<file path="src/rtl/core_pkg.sv">
// Shared fetch-side types: PC source encoding and fetch FSM states.
// Latency: n/a (types and constants only).
// Backpressure: n/a.
package core_pkg;

    localparam int XLEN_DEFAULT = 32;

    typedef enum logic [1:0] {
        PC_SEQ  = 2'b00,
        PC_BR   = 2'b01,
        PC_JALR = 2'b10
    } pc_src_t;

    typedef enum logic [1:0] {
        S_REQ,
        S_WAIT,
        S_HOLD,
        S_KILL
    } fetch_state_t;

endpackage

</file>
<file path="src/rtl/pc_target_sel.sv">
// Decodes the EX redirect select into a redirect strobe, target and misalign flag.
// Latency: purely combinational.
// Backpressure: none; evaluated every cycle.
module pc_target_sel
    import core_pkg::*;
#(
    parameter int XLEN = XLEN_DEFAULT
) (
    input  logic [1:0]      pc_src,
    input  logic [XLEN-1:0] branch_target,
    input  logic [XLEN-1:0] jalr_target,
    output logic            redirect,
    output logic            misaligned,
    output logic [XLEN-1:0] target
);

    logic            sel_taken;
    logic [XLEN-1:0] sel_target;

    // Pick the target for the requested source; the reserved encoding behaves as sequential.
    always_comb begin
        sel_taken  = 1'b0;
        sel_target = branch_target;
        case (pc_src_t'(pc_src))
            PC_BR: begin
                sel_taken  = 1'b1;
                sel_target = branch_target;
            end
            PC_JALR: begin
                sel_taken  = 1'b1;
                sel_target = {jalr_target[XLEN-1:1], 1'b0};
            end
            default: begin
                sel_taken  = 1'b0;
                sel_target = branch_target;
            end
        endcase
    end

    // A word-misaligned target is reported instead of being followed.
    assign misaligned = sel_taken && (sel_target[1:0] != 2'b00);
    assign redirect   = sel_taken && (sel_target[1:0] == 2'b00);
    assign target     = sel_target;

endmodule

</file>
<file path="src/rtl/fetch_redirect_ctrl.sv">
// Owns the PC, issues one imem request at a time and hands fetched words to decode.
// Latency: 1 request cycle + imem latency + 1 hold cycle per word; redirect target on imem_req_addr at t+1 (or after a stale response drains).
// Backpressure: imem_req_ready stalls the request with address held; if_ready low holds the word in if_* indefinitely.
module fetch_redirect_ctrl
    import core_pkg::*;
#(
    parameter int              XLEN     = XLEN_DEFAULT,
    parameter logic [XLEN-1:0] RESET_PC = '0
) (
    input  logic            clk,
    input  logic            reset,
    input  logic [1:0]      PCSrc,
    input  logic [XLEN-1:0] branch_target,
    input  logic [XLEN-1:0] jalr_target,
    output logic            imem_req_valid,
    output logic [XLEN-1:0] imem_req_addr,
    input  logic            imem_req_ready,
    input  logic            imem_rsp_valid,
    input  logic [31:0]     imem_rsp_data,
    output logic            if_valid,
    output logic [XLEN-1:0] if_pc,
    output logic [31:0]     if_instr,
    input  logic            if_ready,
    output logic            flush,
    output logic            misalign_exc
);

    localparam logic [XLEN-1:0] PC_STEP = XLEN'(4);

    fetch_state_t    state_q, state_d;
    logic [XLEN-1:0] pc_q, pc_d;
    logic [XLEN-1:0] req_pc_q, req_pc_d;
    logic [XLEN-1:0] if_pc_q, if_pc_d;
    logic [31:0]     if_instr_q, if_instr_d;

    logic            redirect;
    logic            misaligned;
    logic [XLEN-1:0] target;
    logic            req_hs;

    pc_target_sel #(
        .XLEN(XLEN)
    ) u_pc_target_sel (
        .pc_src        (PCSrc),
        .branch_target (branch_target),
        .jalr_target   (jalr_target),
        .redirect      (redirect),
        .misaligned    (misaligned),
        .target        (target)
    );

    assign req_hs = (state_q == S_REQ) && imem_req_ready;

    // Next-state and register updates; a redirect overrides every normal transition.
    // A misaligned target is not a redirect, so the FSM simply keeps sequencing.
    always_comb begin
        state_d    = state_q;
        pc_d       = pc_q;
        req_pc_d   = req_pc_q;
        if_pc_d    = if_pc_q;
        if_instr_d = if_instr_q;
        case (state_q)
            S_REQ: begin
                if (redirect) begin
                    pc_d    = target;
                    // A request accepted this cycle is now stale and must be drained.
                    state_d = req_hs ? S_KILL : S_REQ;
                end else if (req_hs) begin
                    req_pc_d = pc_q;
                    pc_d     = pc_q + PC_STEP;
                    state_d  = S_WAIT;
                end
            end
            S_WAIT: begin
                if (redirect) begin
                    pc_d    = target;
                    // A response landing this cycle is dropped; otherwise wait it out.
                    state_d = imem_rsp_valid ? S_REQ : S_KILL;
                end else if (imem_rsp_valid) begin
                    if_pc_d    = req_pc_q;
                    if_instr_d = imem_rsp_data;
                    state_d    = S_HOLD;
                end
            end
            S_HOLD: begin
                // Any word handed off alongside a redirect is killed by flush downstream.
                if (redirect) begin
                    pc_d    = target;
                    state_d = S_REQ;
                end else if (if_ready) begin
                    state_d = S_REQ;
                end
            end
            S_KILL: begin
                if (redirect) begin
                    pc_d = target;
                end else if (imem_rsp_valid) begin
                    state_d = S_REQ;
                end
            end
            default: begin
                state_d = S_REQ;
            end
        endcase
    end

    // State, PC and fetched-word registers with synchronous reset.
    always_ff @(posedge clk) begin
        if (reset) begin
            state_q    <= S_REQ;
            pc_q       <= RESET_PC;
            req_pc_q   <= '0;
            if_pc_q    <= '0;
            if_instr_q <= '0;
        end else begin
            state_q    <= state_d;
            pc_q       <= pc_d;
            req_pc_q   <= req_pc_d;
            if_pc_q    <= if_pc_d;
            if_instr_q <= if_instr_d;
        end
    end

    // Outputs are forced low while reset is held.
    assign imem_req_valid = !reset && (state_q == S_REQ);
    assign imem_req_addr  = pc_q;
    assign if_valid       = !reset && (state_q == S_HOLD);
    assign if_pc          = if_pc_q;
    assign if_instr       = if_instr_q;
    assign flush          = !reset && redirect;
    assign misalign_exc   = !reset && misaligned;

    // imem may only answer while a request is outstanding.
    rsp_only_when_outstanding: assert property (
        @(posedge clk) disable iff (reset)
        imem_rsp_valid |-> (state_q == S_WAIT || state_q == S_KILL)
    );

endmodule

</file>
<file path="config.mk">
export PLATFORM = sky130hd
export DESIGN_NAME = fetch_redirect_ctrl
export DESIGN_NICKNAME = d
export VERILOG_FILES = /design/src/rtl/core_pkg.sv /design/src/rtl/pc_target_sel.sv /design/src/rtl/fetch_redirect_ctrl.sv
export SDC_FILE = /design/constraint.sdc
export NUM_CORES = 1
export LEC_CHECK = 0
export CAP_MARGIN = 30
export CORE_MARGIN = 2
export CORE_UTILIZATION = 45
export CTS_CLUSTER_SIZE = 14
export DETAILED_ROUTE_END_ITERATION = 10
export PLACE_DENSITY = 0.88
export SETUP_SLACK_MARGIN = 0.02
export SYNTH_ARGS = -nofsm -noshare
export SYNTH_HDL_FRONTEND = slang
export SYNTH_SLANG_ARGS = --single-unit
</file>
<file path="constraint.sdc">
create_clock -name clk -period 2.7 [get_ports clk]
set_input_delay 0.54 -clock clk [delete_from_list [all_inputs] [get_ports clk]]
set_output_delay 0.54 -clock clk [all_outputs]
set_load 0.01 [all_outputs]
</file>
==> results of run 1 <==
==> state kept, by name (all words and copies together) (netlist names) <==
name and count:
if_pc 32, state_q 2, if_instr 32, imem_req_addr 32, req_pc_q 32
==> layer usage <==
| layer | part of all wire | wire length, um | track usage |
|---|---|---|---|
| met1 | 0.40 | 7280 | 0.328 |
| met2 | 0.49 | 8980 | 0.453 |
| met3 | 0.082 | 1510 | 0.0587 |
| met4 | 0.035 | 648 | 0.135 |
| met5 | 0 | 0 | 0 |
==> placed cells by master, fill, tap and decap left out, types with 2 or more instances in the layout <==
master,Yosys,layout
nand2_1,219,219
clkdlybuf4s50_1,0,198
dfxtp_1,130,130
a21oi_1,125,125
buf_4,0,47
nor2_1,35,33
mux2i_1,25,25
clkbuf_16,0,17
nor3_1,15,13
nand4_1,13,13
a31oi_1,11,11
nand3_1,10,10
a211oi_1,10,10
o21ai_0,10,10
inv_1,9,9
buf_12,0,9
and3_1,7,7
nor4_1,8,7
nor2b_1,7,7
o32ai_1,6,6
or4_1,4,4
or3_1,5,4
xor2_1,4,4
o22ai_1,4,4
mux2_2,4,4
clkinv_2,0,4
nor3b_1,3,3
a21o_1,3,3
clkinvlp_4,0,3
clkbuf_1,46,3
clkbuf_8,0,3
nor2_2,0,2
nor3_2,0,2
or2_2,2,2
and4_1,2,2
o211ai_1,2,2
xnor2_1,2,2
a221oi_1,2,2
==> stage by stage <==
step / instance area, um2 / TNS (ns) / instances / total power (uW)
floorplan: 5740 / 0 / 751 / 2830
global placement: 8300 / -16.57 / 1124 / 3590
detailed placement: 8300 / -21.53 / 1124 / 3620
CTS: 8870 / 0 / 1156 / 5780
global route: 8870 / 0 / 1156 / 5990
finish: 8870 / 0 / 1156 / 5770
==> logic make-up after synthesis <==
family / Yosys count
compound gates: 183
buf+inv: 64
simple gates: 337
flops: 130
mux: 29
fa+ha+maj: 2
xor+xnor: 6
==> path summary, 6_finish.rpt <==
path / startpoint / end / slack, ns / depth (start not counted)
worst max-delay path: PCSrc[0] / flush / 0.13 / 7
worst min-delay path: reset / if_instr[30] / 0.40 / 2
worst max register to register: imem_req_addr[9] / imem_req_addr[31] / 0.36 / 5
worst min register to register: if_instr[10] / if_instr[10] / 0.45 / 2
==> critical path: stages <==
cell             delay, ns
clkdlybuf4s50_1       0.47
inv_1                 0.07
ha_4                  0.26
nor3b_1               0.33
nor2_2                0.13
nor2_1                0.10
buf_2                 0.13
==> final cells by class <==
cell class,instances,area (um2),area share
clock inverters,9,81.3,0.00917
clock buffers,23,478,0.0539
flip-flops and latches,130,2600,0.293
inverters,9,33.8,0.00381
multi-input cells,557,2930,0.330
well taps,172,215,0.0243
repair buffers,256,2530,0.285
==> timing repair <==
| item | in CTS | in global routing |
|---|---|---|
| resized for setup | 6 | 2 |
| buffers inserted | 0 | 0 |
| cloned | 0 | 0 |
| setup endpoints to repair | 2 | 2 |
==> power by group through the flow <==
stage | Sequential, uW | Combinational [uW] | Clock (uW)
finish | 2160 | 1460 | 2150
global route | 2170 | 1560 | 2260
CTS | 2150 | 1440 | 2190
detailed placement | 2190 | 1420 | 0
global placement | 2190 | 1400 | 0
floorplan | 2230 | 601 | 0
==> impl_metrics.json, run 1 <==
{
  "synthTopCellsByArea": "dfxtp_1, nand2_1, a21oi_1",
  "final.min_clock_period_ns": 2.57,
  "synth_common_cells": "nand2_1, dfxtp_1, a21oi_1",
  "yosysWarnings": 0,
  "path_class": "input pin to primary output",
  "cts_sinks": 130,
  "cts_hold_buf": 0,
  "crit_fanout": 5,
  "vias": 6310,
  "ctsHtreeMaxLevel": 4,
  "grt_pass1_vias": 5851,
  "pwr_density_cell_mw_per_mm2": 650,
  "postRouteAntennaNets": 0,
  "hold_violations": 0,
  "relSlewSlack": 0.525,
  "p_sw_frac": 0.290,
  "maxSlewViolCount": 0,
  "wl_per_cell_um": 15.9,
  "diodes": 0,
  "muxShareOfSynthArea": 0.0514,
  "cts_root_buf": "clkbuf_16",
  "clk_pin_slew_worst_paths_ns": 0.06,
  "pre_cts_ws_ns": -0.317,
  "p_sw_uw": 1670,
  "grt_remaining_overflow": 0,
  "grt_max_degree": 53,
  "period_share": 0.952,
  "p_clk_frac": 0.373,
  "cts_tree": "built",
  "p_comb_frac": 0.253,
  "die_area_mm2": 0.0137,
  "ys_seq_area_frac": 0.453,
  "final_util": 0.709,
  "finalSetupViolCount": 0,
  "synth-edff-count": 0,
  "worstPathArrival_ns": 2.03,
  "yosysTopAreaCellShare": 0.453,
  "start_util": 0.459,
  "synth_xor_area_frac": 0.00916,
  "async_reset_ff_frac": 0,
  "yosysTopAreaCell": "dfxtp_1",
  "port_buffers": 201,
  "synth_cells": 751,
  "dp_hpwl_um": 13300,
  "clkLatencyLatePin_ns": 0.41,
  "fp.dieW_um": 117,
  "syn_nets": 856,
  "avgSynthCellArea_um2": 7.64,
  "yosysMostFrequentCell": "nand2_1",
  "ys_ff_latch": 130,
  "ys_types": 49,
  "drt-initial-drc-count": 455,
  "io_pins": 203,
  "max_cap_viol_count": 0,
  "synth_ff_type": "dfxtp_1",
  "routed_via_density": 5.46,
  "required_ns": 2.16,
  "synth_top_family_by_area": "simple AND/OR/NAND/NOR gates",
  "grt_usage": 0.270,
  "synth-compound-area-share": 0.182,
  "dieHeight_um": 117,
  "ir_drop_uv": 407,
  "internal_power_uw": 4100,
  "fin_skew_ns": 0.00552,
  "fill_cells": 1002,
  "core-area_mm2": 0.0125,
  "finalWorstSetupSlack_ns": 0.130,
  "cts_buffers": 17,
  "num_rows": 41,
  "synthAdderAreaFrac": 0.00436,
  "drtPass1Iterations": 6,
  "fin_nets": 1076,
  "antenna_found_initial": 0,
  "grt_pass1_wl_um": 28700,
  "areaGrowthSynthToFinish_pct": 54.5,
  "max_clock_freq_mhz": 389,
  "seqPwrFrac": 0.374,
  "gp_congestion": 0.914,
  "holdCritPathClass": "input pin to flop",
  "holdWs_ns": 0.396,
  "synth_area_mm2": 0.00574,
  "cp-start-kind": "input pin",
  "tightest_slew_ns": 0.705,
  "routed_wirelength_um": 18400,
  "clock_path_buffers": 2,
  "yosys.area_share.simple": 0.257,
  "p_leak_uw": 0.00308,
  "crit_path_end_kind": "primary output",
  "rsz0062_at_grt": "no",
  "outcome": "complete, no violations",
  "final_layout_size_suffix_gt1_frac": 0.106,
  "drcViolationCount": 0
}
(Power assumes the default switching activity.)
==> inputs of run 2 (changes only) <==
Settings changed: SLEW_MARGIN set to 20.
==> results of run 2 <==
Final layout, timing and power as in run 1 (identical DEF).
==> inputs of run 3 (changes only) <==
Settings changed: MAX_ROUTING_LAYER set to met4.
==> run 3 against run 2 <==
Sequential share of layout area is 0.083 points lower. Highest routed layer unchanged. Critical path type unchanged. Largest cell class unchanged. Critical path depth is 1 higher. Cell area increased by 0.28%. Die area unchanged. Wire length fell by 2.5%. Via count is 1.5% lower.
==> impl_metrics.json, run 3 (synthesized netlist as in run 1, its figures left out) <==
{
  "max_stage_delay_ns": 0.45,
  "maxSlewViolCount": 0,
  "stdcell_area_mm2": 0.00889,
  "rsz0062_at_grt": "no",
  "fin_skew_ns": 0.00807,
  "wl_per_cell_um": 15.6,
  "seq_area_mm2": 0.00260,
  "core-area_mm2": 0.0125,
  "fin_nets": 1074,
  "cp-start-kind": "input pin",
  "crit_buf_inv": 4,
  "relSlewSlack": 0.561,
  "cts_root_buf": "clkbuf_16",
  "multi_input_area_mm2": 0.00292,
  "die_area_mm2": 0.0137,
  "top_layer": "met4",
  "r2r_slack_ns": 0.34,
  "period_share": 0.931,
  "dieHeight_um": 117,
  "dp_hpwl_um": 12900,
  "crit_fanout": 5,
  "crit_path_end_kind": "primary output",
  "outcome": "complete, no violations",
  "path_class": "input pin to primary output",
  "gp_congestion": 0.958,
  "areaGrowthSynthToFinish_pct": 55.0,
  "ctsHtreeMaxLevel": 4,
  "place_area_mm2": 0.00826,
  "max_cap_viol_count": 0,
  "final_cells": 1153,
  "routed_wirelength_um": 18000,
  "clkLatencyLatePin_ns": 0.41,
  "cpLargestDelayFamily": "buffers and inverters",
  "io_pins": 203,
  "ir_drop_uv": 391,
  "finalSetupViolCount": 0,
  "cts_hold_buf": 0,
  "drtPass1Iterations": 5,
  "cts_tree": "built",
  "worstPathArrival_ns": 1.97,
  "port_buffers": 201,
  "postRouteAntennaNets": 0,
  "holdCritPathClass": "input pin to flop",
  "dr_wl_met2_um": 8870,
  "required_ns": 2.16,
  "num_rows": 41,
  "clock_path_buffers": 2,
  "antenna_found_initial": 0,
  "clk_pin_slew_worst_paths_ns": 0.05,
  "path_cells": "clkdlybuf4s50_1 -> inv_1 -> ha_2 -> nor4_2 -> buf_4 -> nor2_2 -> nor2_1 -> clkbuf_2",
  "p_leak_uw": 0.00309,
  "reg2reg_to": "imem_req_addr[31]",
  "start_util": 0.459,
  "cts_sinks": 130,
  "crit_slowest_cell": "clkdlybuf4s50_1",
  "routed_via_density": 5.39,
  "final_layout_size_suffix_gt1_frac": 0.107,
  "crit_path_start": "PCSrc[0]",
  "cts_setup_buffers": 0,
  "crit_cells": 8,
  "grt_pass1_vias": 5801,
  "drcViolationCount": 0,
  "r2r_cells": 5,
  "dp_cells": 1122,
  "final.min_clock_period_ns": 2.51,
  "max_clock_freq_mhz": 398,
  "tns_ns": 0,
  "crit_end": "flush",
  "grt_remaining_overflow": 0,
  "hold_violations": 0,
  "drt-met1-wl_um": 7260,
  "grt_max_degree": 66,
  "vias": 6214,
  "final_cell_mix": "nand2_1, clkdlybuf4s50_1, dfxtp_1",
  "tightest_slew_ns": 0.659,
  "drt-initial-drc-count": 511,
  "final_common_cell": "nand2_1",
  "dr_wl_met3_um": 1500,
  "grt_usage": 0.269,
  "grt_pass1_wl_um": 28100,
  "r2r-start": "imem_req_addr[9]",
  "fp.dieW_um": 117,
  "diodes": 0,
  "fill_cells": 1003,
  "pwr_density_cell_mw_per_mm2": 675,
  "cts_buffers": 17
}
[run 3: cell types whose count changed in the layout (fill, tap and decap cells not counted), sizes merged]
| cell | delta |
|---|---|
| buf | -3 |
| bufinv | +3 |
| clkbuf | -3 |
| clkinvlp | -1 |
| inv | +1 |
[run 3: metal layers]
metal | vias to the layer above | GRT usage
li1 | 3039 | -
met1 | 2859 | 0.325
met2 | 281 | 0.447
met3 | 35 | 0.0551
met4 | 0 | 0.0965
met5 | - | -
[run 3: worst min-delay path by stage]
stage	startpoint	to	slack, ns	cells past startpoint
finish	reset	if_instr[30]	0.39	2
global route	reset	if_instr[30]	0.40	2
CTS	reset	if_instr[30]	0.38	2
detailed placement	req_pc_q[22]	if_pc[22]	0.45	2
global placement	req_pc_q[21]	if_pc[21]	0.44	2
floorplan	req_pc_q[0]	if_pc[0]	0.43	2
[run 3: power breakdown]
group	internal (uW)	switching (uW)	leakage, uW
Combinational	687	720	0.00173
Clock	1590	852	0.000305
Sequential	2040	114	0.00105
Total	4320	1690	0.00309
[run 3: stage by stage]
stage                     hold slack (ns)  setup WS [ns]  utilization  power [uW]
after global placement              0.439         -0.306        0.660        3560
after detailed placement            0.445         -0.294        0.660        3580
final                               0.394          0.187        0.711        6010
after CTS                           0.384        -0.0230        0.710        6020
after floorplan                     0.432          0.188            -        2830
after global routing                0.400         0.0886        0.711        6250
[run 3: cell type report]
| type | instances | share of cell area |
|---|---|---|
| Multi-Input combinational cell | 557 | 0.328 |
| Sequential cell | 130 | 0.293 |
| Timing Repair Buffer | 254 | 0.280 |
| Clock buffer | 19 | 0.0509 |
| Tap cell | 172 | 0.0242 |
| Clock inverter | 12 | 0.0203 |
| Inverter | 9 | 0.00380 |
[run 3: repair_timing]
action                     CTS  global route
resized for setup            2             4
pin swaps                    0             1
cloned                       0             0
setup endpoints to repair    2             1
